File: src/rtl/demux_1_8_scheduler.sv
// 1:8 demux scheduler: takes one word over a valid/ready handshake, holds it,
// and offers it to one channel picked by round-robin or a directed select.
module demux_1_8_scheduler #(
    parameter int DATA_WIDTH  = 8,
    parameter int COUNT_WIDTH = 16
) (
    input  logic                   Clock_In,
    input  logic                   Reset_In,
    input  logic                   Enable_In,
    input  logic                   Mode_In,
    input  logic [2:0]             Dir_Select_In,
    input  logic [7:0]             Mask_In,
    input  logic [DATA_WIDTH-1:0]  Data_In,
    input  logic                   Valid_In,
    output logic                   Ready_Out,
    output logic [DATA_WIDTH-1:0]  Data_Out,
    output logic [7:0]             Valid_Out,
    input  logic [7:0]             Ready_In,
    output logic [2:0]             Select_Out,
    output logic [COUNT_WIDTH-1:0] Transfer_Count_Out
);

    typedef enum logic {IDLE, HOLD} state_t;

    state_t     state;
    logic [2:0] rr_ptr;
    logic [2:0] rr_pick;
    logic       rr_found;
    logic [2:0] next_sel;
    logic       channel_ok;
    logic       held_rr;

    // First usable channel at or after the pointer, wrapping 7 -> 0.
    always_comb begin
        rr_pick  = rr_ptr;
        rr_found = 1'b0;
        for (int k = 0; k < 8; k++) begin
            if (!rr_found && Mask_In[rr_ptr + 3'(k)]) begin
                rr_pick  = rr_ptr + 3'(k);
                rr_found = 1'b1;
            end
        end
    end

    assign channel_ok = Mode_In ? Mask_In[Dir_Select_In] : (|Mask_In);
    assign next_sel   = Mode_In ? Dir_Select_In : rr_pick;
    assign Ready_Out  = !Reset_In && (state == IDLE) && Enable_In && channel_ok;

    always_ff @(posedge Clock_In or posedge Reset_In) begin
        if (Reset_In) begin
            state              <= IDLE;
            rr_ptr             <= '0;
            held_rr            <= 1'b0;
            Data_Out           <= '0;
            Valid_Out          <= '0;
            Select_Out         <= '0;
            Transfer_Count_Out <= '0;
        end else begin
            case (state)
                IDLE: begin
                    if (Valid_In && Ready_Out) begin
                        Data_Out   <= Data_In;
                        Select_Out <= next_sel;
                        Valid_Out  <= 8'd1 << next_sel;
                        held_rr    <= !Mode_In;
                        state      <= HOLD;
                    end
                end
                HOLD: begin
                    // Only the offered channel's ready counts; mode/mask changes are ignored here.
                    if (Ready_In[Select_Out]) begin
                        Transfer_Count_Out <= Transfer_Count_Out + 1'b1;
                        if (held_rr)
                            rr_ptr <= Select_Out + 3'd1;
                        Valid_Out  <= '0;
                        Select_Out <= '0;
                        state      <= IDLE;
                    end
                end
                default: state <= IDLE;
            endcase
        end
    end

endmodule

File: config.mk
export PLATFORM = sky130hd
export DESIGN_NAME = demux_1_8_scheduler
export DESIGN_NICKNAME = d
export VERILOG_FILES = /design/src/rtl/demux_1_8_scheduler.sv
export SDC_FILE = /design/constraint.sdc
export NUM_CORES = 1
export LEC_CHECK = 0
export CAP_MARGIN = 40
export CORE_UTILIZATION = 40
export CTS_BUF_LIST = sky130_fd_sc_hd__clkbuf_16
export DETAILED_ROUTE_END_ITERATION = 7
export HOLD_SLACK_MARGIN = 0.08
export PLACE_DENSITY = 0.64
export SETUP_SLACK_MARGIN = 0.4
export SYNTH_ARGS = -nofsm -noshare
export SYNTH_HDL_FRONTEND = slang
export SYNTH_SLANG_ARGS = --single-unit
File: constraint.sdc
create_clock -name Clock_In -period 10 [get_ports Clock_In]
set_input_delay 1 -clock Clock_In [delete_from_list [all_inputs] [get_ports Clock_In]]
set_output_delay 1 -clock Clock_In [all_outputs]
set_load 0.005 [all_outputs]
---- Yosys cells after proc, flatten, opt, wreduce, memory -nomap -nowiden ----
Index checks and enable logic that the tools add are counted.
word-level totals
  flip-flop bits (word level) ............. 40
  latch bits .............................. 0
  bits in writable memories ............... 0
  bits in read-only memories .............. 0
  output and inout port bits .............. 36
  memories kept ........................... 0
cells by class
  add/subtract/negate cells ............... 9
  $mul .................................... 0
  div/mod/pow operators ................... 0
  magnitude comparators ................... 10
  eq/ne operators ......................... 2
  shift-type cells ........................ 1
  mux-type cells .......................... 45
  bitwise gates (word level) .............. 1
  reductions and logical operators ........ 25
operator list
  cell                     number
  $lt A3 B4 Y1 const B     10
  $bmux W1 S3              10
  $mux W3                  10
  $mux W1                  20
  $add A16 B1 Y16 const B  1
  $mux W8                  2
  $pmux W8 S2              1
  $add A3 B3 Y3 const B    4
  $logic_and A1 B1 Y1      11
  $logic_not A1 Y1         9
  $reduce_or A8 Y1         1
  $shl A1 B3 Y8 const A    1
  $add A3 B1 Y3 const B    2
  $add A3 B2 Y3 const B    2
  $pmux W3 S2              1
  $reduce_and A2 Y1        3
  $ne A2 B1 Y1 const B     2
  $reduce_and A3 Y1        1
  $pmux W1 S2              1
  $not A1 Y1               1

---- Longest topological paths before layout ----
Gate-level depths: netlist of the first run.
  depth in word-level cells ............... 28
  mapped depth ............................ 12
  gate-level depth less buffers ........... 9

---- Worst setup path after synthesis of the first run ----
No wires, ideal clock.
  path kind ............................... register to register
  from .................................... register rr_ptr[1]
  to ...................................... register Valid_Out[7]
  library setup time ...................... 0.095 ns
  arrival time ............................ 3.166 ns
  required time ........................... 9.905 ns
  setup slack ............................. 6.738 ns
  stages on the path, launching flop included .. 12
  path buffers ............................ 2
  path through ............................ dfrtp_1 > buf_4 > inv_1 > ha_1 > buf_4 > mux4_2 > mux2i_1 > a32oi_2 > or2_1 > o41a_1 > o41a_4 > o31ai_1
on the way
  cells in the longest elaborated chain, start to end .. 28
ends and longest elaborated chain
  what                                                                    line  RTL
  start: declaration                                                      26    logic [2:0] rr_ptr;
  start signal: assignment                                                74    rr_ptr <= Select_Out + 3'd1;
  parallel branches: the longest is 23 deep, another holds $add A3 B1 Y3  --
  $mux W3 (*)                                                             38    if (!rr_found && Mask_In[rr_ptr + 3'(k)]) begin
  $mux W3 (*)                                                             46    assign next_sel = Mode_In ? Dir_Select_In : rr_pick;
  $shl A1 B3 Y8 (*)                                                       64    Valid_Out <= 8'd1 << next_sel;
  $mux W8 (*)                                                             61    if (Valid_In && Ready_Out) begin
  $pmux W8 S2 (*)                                                         59    case (state)
  end signal: assignment                                                  64
  end: declaration                                                        17    output logic [7:0] Valid_Out,
Every way passes the cells marked *. The select of a mux whose other input is x is not followed.
A chain may end at the register's enable or synchronous reset.

---- Worst setup path in the final report of the first run ----
  from .................................... input port Mask_In[1]
  to ...................................... output port Ready_Out
on the way
  cells in the longest elaborated chain, start to end .. 4
ends and longest elaborated chain
  what                           line  RTL
  start: declaration             12    input logic [7:0] Mask_In,
  $bmux W1 S3                    45    assign channel_ok = Mode_In ? Mask_In[Dir_Select_In] : (|Mask_In);
  $mux W1 (implied by the code)  45
  $mux W1 (*)                    45
  $logic_and A1 B1 Y1 (*)        47    assign Ready_Out = !Reset_In && (state == IDLE) && Enable_In && channel_ok;
  end: declaration               15    output logic Ready_Out,
Mark *: on every way between the ends. The rest lies on a longest branch, timed or not. The select of a mux whose other input is x is not followed.

==> results.ini, run 1 <==
[synth]
synth_edf_count = 0
synth_top_cell_by_area = dfrtp_1
synthTopCellsByArea = dfrtp_1 (35%), mux4_2 (16%), mux2_2 (5.5%)
synth.distinct_cells = 56
synth-seq-area-share_pct = 34.6
synth.top_cell.area_share_pct = 34.6
postSynthAreaPerCell_um2 = 10.9
ys_seq_elements = 40
synth_area_um2 = 2890
syn_nets = 302
synth_flop_cell = dfrtp_1
syn_inst = 266
synthArstFlopShare_pct = 100
ys_warn_count = 0

[power_and_ir_drop]
cellPowerDensity_nw_per_um2 = 293
power.leakage_uw = 0.00151
vdd_drop_max_uv = 145

[global_route]
track_usage_pct = 20.0
grt_pass1_wl_um = 11700
overflow = 0
antenna_found_initial = 0
grt_max_degree = 30
grt_pass1_vias = 2414

[placement]
port_buffers = 67
dp_slack_ns = 5.96
dpl.hpwl_um = 5290
place.gp.congestion = 0.848

[setup_path]
path_class = input pin to output pin
end_kind = output pin
worstPathMaxFanout = 10
critPathArrivalTime_ns = 3.06
rr_worst_depth = 8
cp-start-kind = input pin
required_ns = 9.00

[flow_run]
drv_cap = 0

[final_layout]
syn_to_final_growth_pct = 30.6
layout-drive-gt1-share_pct = 15.9
mostFrequentLayoutCells = clkdlybuf4s50_1 (67), dfrtp_1 (40), nand2_1 (32)
final_common_cell = clkdlybuf4s50_1
nets = 363
n_antenna_cell = 0

[detailed_routing]
vias = 2382
routed-wl-met3_um = 596
wl_per_cell_um = 16.6
drt_first_pass_iters = 4
wl_met2_um = 3220
ant_nets = 0
m1WireLength_um = 3120
drt_iter0_markers = 91
top_layer_used = met4
drc = 0
vias_per_cell = 5.62
wirelength_um = 7040

[clock_network]
ctsHtreeMaxLevel = 2
cts_setup_buffers = 0
insertion_delay_ns = 0.28
cts-resized-gates = 0
clockBufferDepth = 2
clock_sinks = 40
cts_hold_buf = 0
cts_made_buffers = 5
clkTransAtPathRegs_ns = 0.06
cts_tree = built
clock-root-buffer = clkbuf_16

[timing]
finalWorstSetupSlack_ns = 5.94
setup_tns_ns = 0
fmax_mhz = 246
rsz0062_at_grt = no
layout_min_cycle_time_ns = 4.06
hold_viol = 0
tightestPinTransition_ns = 0.824
fin_crit_sh_pct = 40.6
max_slew_margin_pct = 45.1
maxSlewViolCount = 0
skew_ns = 0.00239
setup_violations = 0

[status]
outcome = finished, final reports clean

[floorplanning]
rows = 30
die_h_um = 87.0
core_area_um2 = 6870
initial_core_util_pct = 42.1
die_w_um = 87.0
io_pins = 68
die-area_um2 = 7570

[hold_path]
whs_path_depth = 1
hold_class = register to register

-- where the power goes --
| part | leakage, uW | internal [uW] | switching (uW) |
|---|---|---|---|
| registers | 0.000525 | 211 | 74.7 |
| clock network | 0.0000850 | 116 | 61.0 |
| logic | 0.000896 | 336 | 308 |
| total | 0.00151 | 663 | 444 |
-- state kept, by name, summed over array words and instances (netlist names) --
register	count
Transfer_Count_Out	16
Select_Out	3
Valid_Out	8
held_rr	1
rr_ptr	3
state	1
Data_Out	8
-- cells in the mapped netlist, drive strengths merged (2+ instances only) --
master  count
a211oi      3
a21oi       9
a31oi       2
a32oi       2
and2        2
and3        2
and4        2
buf         7
clkbuf      7
dfrtp      40
ha          4
inv        11
mux2       14
mux2i      11
mux4       20
nand2      32
nand2b      4
nand3      13
nand4       3
nor2        9
nor3        8
nor3b       2
nor4        2
o211ai      2
o21ai       5
o221ai      2
o31ai       9
o32a        2
o41a        2
or2         2
xnor2      14
xor2        6
-- metal layers --
| metal | global-route usage (%) | vias up |
|---|---|---|
| met3 | 4.93 | 11 |
| met1 | 26.3 | 1148 |
| met2 | 32.4 | 92 |
| met4 | 6.06 | 0 |
| li1 | - | 1131 |
| met5 | 0 | - |
-- area by class of cell --
type | instances | area (um2)
inverters | 11 | 41.3
repair buffers | 68 | 678
flip-flops and latches | 40 | 1000
clock inverters | 3 | 38.8
multi-input cells | 201 | 1770
well taps | 96 | 120
clock buffers | 5 | 125
fillers | 608 | 3100
-- kinds of logic after synthesis --
| family | synth area share (%) |
|---|---|
| buffers and inverters | 4.11 |
| adders and majority gates | 1.73 |
| xor gates and xnor gates | 6.06 |
| DFF | 34.6 |
| muxes | 25.7 |
| AOI/OAI and AO/OA | 13.6 |
| and+or+nand+nor | 14.2 |
-- final timing paths --
path                                                      end  slack (ns)                          startpoint
hold reg to reg            Transfer_Count_Out[15]$_DFFE_PP0P_        0.48  Transfer_Count_Out[15]$_DFFE_PP0P_
setup / recovery                                    Ready_Out        5.94                          Mask_In[1]
max in group asynchronous   Transfer_Count_Out[4]$_DFFE_PP0P_        8.18                            Reset_In
hold / removal             Transfer_Count_Out[15]$_DFFE_PP0P_        0.48  Transfer_Count_Out[15]$_DFFE_PP0P_
min in group asynchronous           Select_Out[0]$_DFFE_PP0P_        1.09                            Reset_In
setup reg to reg                     Valid_Out[1]$_DFFE_PP0P_        6.02               rr_ptr[0]$_DFFE_PP0P_
-- critical path, cell delays in order --
cell	delay, ns
clkdlybuf4s50_1	0.58
mux4_2	0.53
o22a_1	0.25
and4_1	0.21
clkdlybuf4s50_1	0.48
-- through the flow --
stage                     std cells  hold WS, ns  total power (uW)  util (%)  instance area [um2]
after floorplan                 266        0.450               752         -                 2890
after global placement          416        0.463               927      52.6                 3610
after detailed placement        416        0.465               932      52.6                 3610
after CTS                       424        0.481              1110      54.9                 3770
after global routing            424        0.500              1190      54.9                 3770
final                           424        0.475              1110      54.9                 3770
(Power assumes the default switching activity.)
==> inputs of run 2 (changes only) <==
--- a/config.mk
+++ b/config.mk
@@ -10,7 +10,7 @@
 export CTS_BUF_LIST = sky130_fd_sc_hd__clkbuf_16
 export DETAILED_ROUTE_END_ITERATION = 7
 export HOLD_SLACK_MARGIN = 0.08
-export PLACE_DENSITY = 0.64
+export PLACE_DENSITY = 0.67
 export SETUP_SLACK_MARGIN = 0.4
 export SYNTH_ARGS = -nofsm -noshare
 export SYNTH_HDL_FRONTEND = slang
==> constraint.sdc (replaced) <==
create_clock -name Clock_In -period 3.27 [get_ports Clock_In]
set_input_delay 0.327 -clock Clock_In [delete_from_list [all_inputs] [get_ports Clock_In]]
set_output_delay 0.327 -clock Clock_In [all_outputs]
set_load 0.005 [all_outputs]
==> results.ini, run 2 (synthesis results as in run 1) <==
[clock_network]
cts_made_buffers = 5  ; unchanged
cts_tree = built
insertion_delay_ns = 0.28  ; about the same
ctsHtreeMaxLevel = 2  ; unchanged
clock-root-buffer = clkbuf_16
clockBufferDepth = 2  ; unchanged
clkTransAtPathRegs_ns = 0.06  ; about the same
cts_hold_buf = 0  ; unchanged
clock_sinks = 40  ; unchanged

[setup_path]
cp-start-kind = register
path_buf_inv = 2  ; unchanged
path_class = register to register
cp_num_cells = 10  ; +5
worstPathMaxFanout = 5  ; -5
reg2reg_to = Valid_Out[4]$_DFFE_PP0P_
worstPathCellList = clkinvlp_4 > ha_4 > mux4_2 > mux2_4 > a21oi_4 > buf_6 > o311ai_4 > xnor2_2 > o2111ai_4 > o31ai_1
end_kind = register
cp_top_family = multiplexers
critPathArrivalTime_ns = 3.12  ; +0.06 ns
timing.rr.start = rr_ptr[1]$_DFFE_PP0P_
regToRegSetupSlack_ns = 0.33  ; -5.69 ns
critPathMaxStageDelay_ns = 0.57  ; about the same
rr_worst_depth = 10  ; +2
cp_slowest_cell = mux4_2
required_ns = 3.45  ; -5.55 ns

[final_layout]
n_fill_cell = 579  ; -4.8%
mostFrequentLayoutCells = clkdlybuf4s50_1 (66), dfrtp_1 (37), nand2_1 (32)
multi_input_area_um2 = 2000  ; +13%
fin_util_pct = 61.2  ; +6.3 points
regArea_um2 = 1000  ; +0.37%
nets = 391  ; +7.7%
final_common_cell = clkdlybuf4s50_1
regMostFlops = Transfer_Count_Out
largest_reg_flops = 16  ; unchanged
layout-drive-gt1-share_pct = 29.5  ; +14 points
syn_to_final_growth_pct = 45.6
postLayoutCellArea_um2 = 4210  ; +11%
fin_cells = 452  ; +6.6%
n_antenna_cell = 0  ; unchanged
reg_top3 = Transfer_Count_Out: 16 flops, Data_Out: 8 flops, Valid_Out: 8 flops

[power_and_ir_drop]
vdd_drop_max_uv = 471  ; +230%
cellPowerDensity_nw_per_um2 = 981  ; +230%
power.leakage_uw = 0.00169  ; +12%

[floorplanning]
die_h_um = 87.0  ; unchanged
core_area_um2 = 6870  ; unchanged
die-area_um2 = 7570  ; unchanged
initial_core_util_pct = 42.1  ; unchanged
rows = 30  ; unchanged
io_pins = 68  ; unchanged
die_w_um = 87.0  ; unchanged

[timing]
maxSlewViolCount = 0  ; unchanged
tightestPinTransition_ns = 0.699  ; -0.125 ns
finalWorstSetupSlack_ns = 0.332  ; -5.61 ns
max_slew_margin_pct = 53.0  ; +7.9 points
fmax_mhz = 340
hold_viol = 0  ; unchanged
layout_min_cycle_time_ns = 2.94
rsz0062_at_grt = yes
skew_ns = 0.00322  ; +0.000834 ns
hold_slack_ns = 0.451  ; -0.0245 ns
setup_violations = 0  ; unchanged
fin_crit_sh_pct = 89.9

[detailed_routing]
wirelength_um = 7880  ; +12%
vias = 2587  ; +8.6%
wl_per_cell_um = 17.4  ; +5.1%
ant_nets = 0  ; unchanged
drt_iter0_markers = 125  ; +37%
vias_per_cell = 5.72  ; +1.9%
drt_first_pass_iters = 4  ; unchanged
drc = 0  ; unchanged

[placement]
place.gp.congestion = 0.885  ; +4.4%
port_buffers = 67  ; unchanged
dp_cells = 426  ; +2.4%
place_area_um2 = 3700  ; +2.6%
dpl.hpwl_um = 5640  ; +6.7%
dp_slack_ns = -0.0432  ; -6.00 ns

[hold_path]
hold_class = input pin to async pin

[global_route]
overflow = 0  ; unchanged
antenna_found_initial = 0  ; unchanged
grt_max_degree = 22  ; -27%
track_usage_pct = 22.2  ; +2.3 points
grt_pass1_vias = 2664  ; +10%
grt_pass1_wl_um = 13100  ; +12%

[status]
outcome = finished, final reports clean

[flow_run]
drv_cap = 0  ; unchanged

[run 2: worst max path at each step]
| stage | start | endpoint | slack [ns] |
|---|---|---|---|
| floorplan | rr_ptr[1]$_DFFE_PP0P_ | Valid_Out[1]$_DFFE_PP0P_ | 0.23 |
| global placement | Mask_In[5] | Valid_Out[1]$_DFFE_PP0P_ | 0.06 |
| detailed placement | Mask_In[2] | Valid_Out[1]$_DFFE_PP0P_ | -0.04 |
| CTS | rr_ptr[1]$_DFFE_PP0P_ | Valid_Out[7]$_DFFE_PP0P_ | 0.32 |
| global route | Mask_In[4] | Valid_Out[5]$_DFFE_PP0P_ | 0.20 |
| finish | rr_ptr[1]$_DFFE_PP0P_ | Valid_Out[4]$_DFFE_PP0P_ | 0.33 |
[run 2: worst reg2reg max path, cell delays in order (launching register included)]
cell and delay (ns):
dfrtp_2 0.41, clkinvlp_4 0.12, ha_4 0.32, mux4_2 0.57, mux2_4 0.34, a21oi_4 0.20, buf_6 0.13, o311ai_4 0.09
xnor2_2 0.24, o2111ai_4 0.20, o31ai_1 0.22
[run 2: stage by stage]
stage / power, uW / TNS, ns
after global routing: 4380 / 0
after global placement: 2940 / 0
after detailed placement: 2970 / -0.0540
after CTS: 4020 / 0
final: 4130 / 0
after floorplan: 2340 / 0
[run 2: routing by layer]
layer | part of all wire [%] | routed length (um) | vias to the layer above | GRT usage [%]
met4 | 2.4 | 191 | 0 | 6.97
met5 | 0 | 0 | - | 0
met2 | 48 | 3770 | 118 | 36.1
met3 | 7.7 | 605 | 17 | 5.78
met1 | 42 | 3320 | 1268 | 29.1
li1 | - | - | 1184 | -
[run 2: layout make-up]
class | count | area share [%]
clock buffers | 5 | 2.98
clock inverters | 3 | 0.298
inverters | 11 | 1.07
multi-input cells | 201 | 47.5
flip-flops and latches | 40 | 23.9
well taps | 96 | 2.86
repair buffers | 96 | 21.4
[run 2: repair_timing]
item | CTS | global route
pin swaps | 13 | 12
endpoints found under the setup margin | 11 | 11
setup buffers | 17 | 1
hold endpoints to repair | 0 | 0
gates resized for setup | 27 | 12
[run 2: power breakdown]
part           leakage (uW)  total (uW)  internal, uW  switching [uW]
registers          0.000521         828           650             178
logic               0.00109        2840          1500            1350
clock network     0.0000762         453           275             177
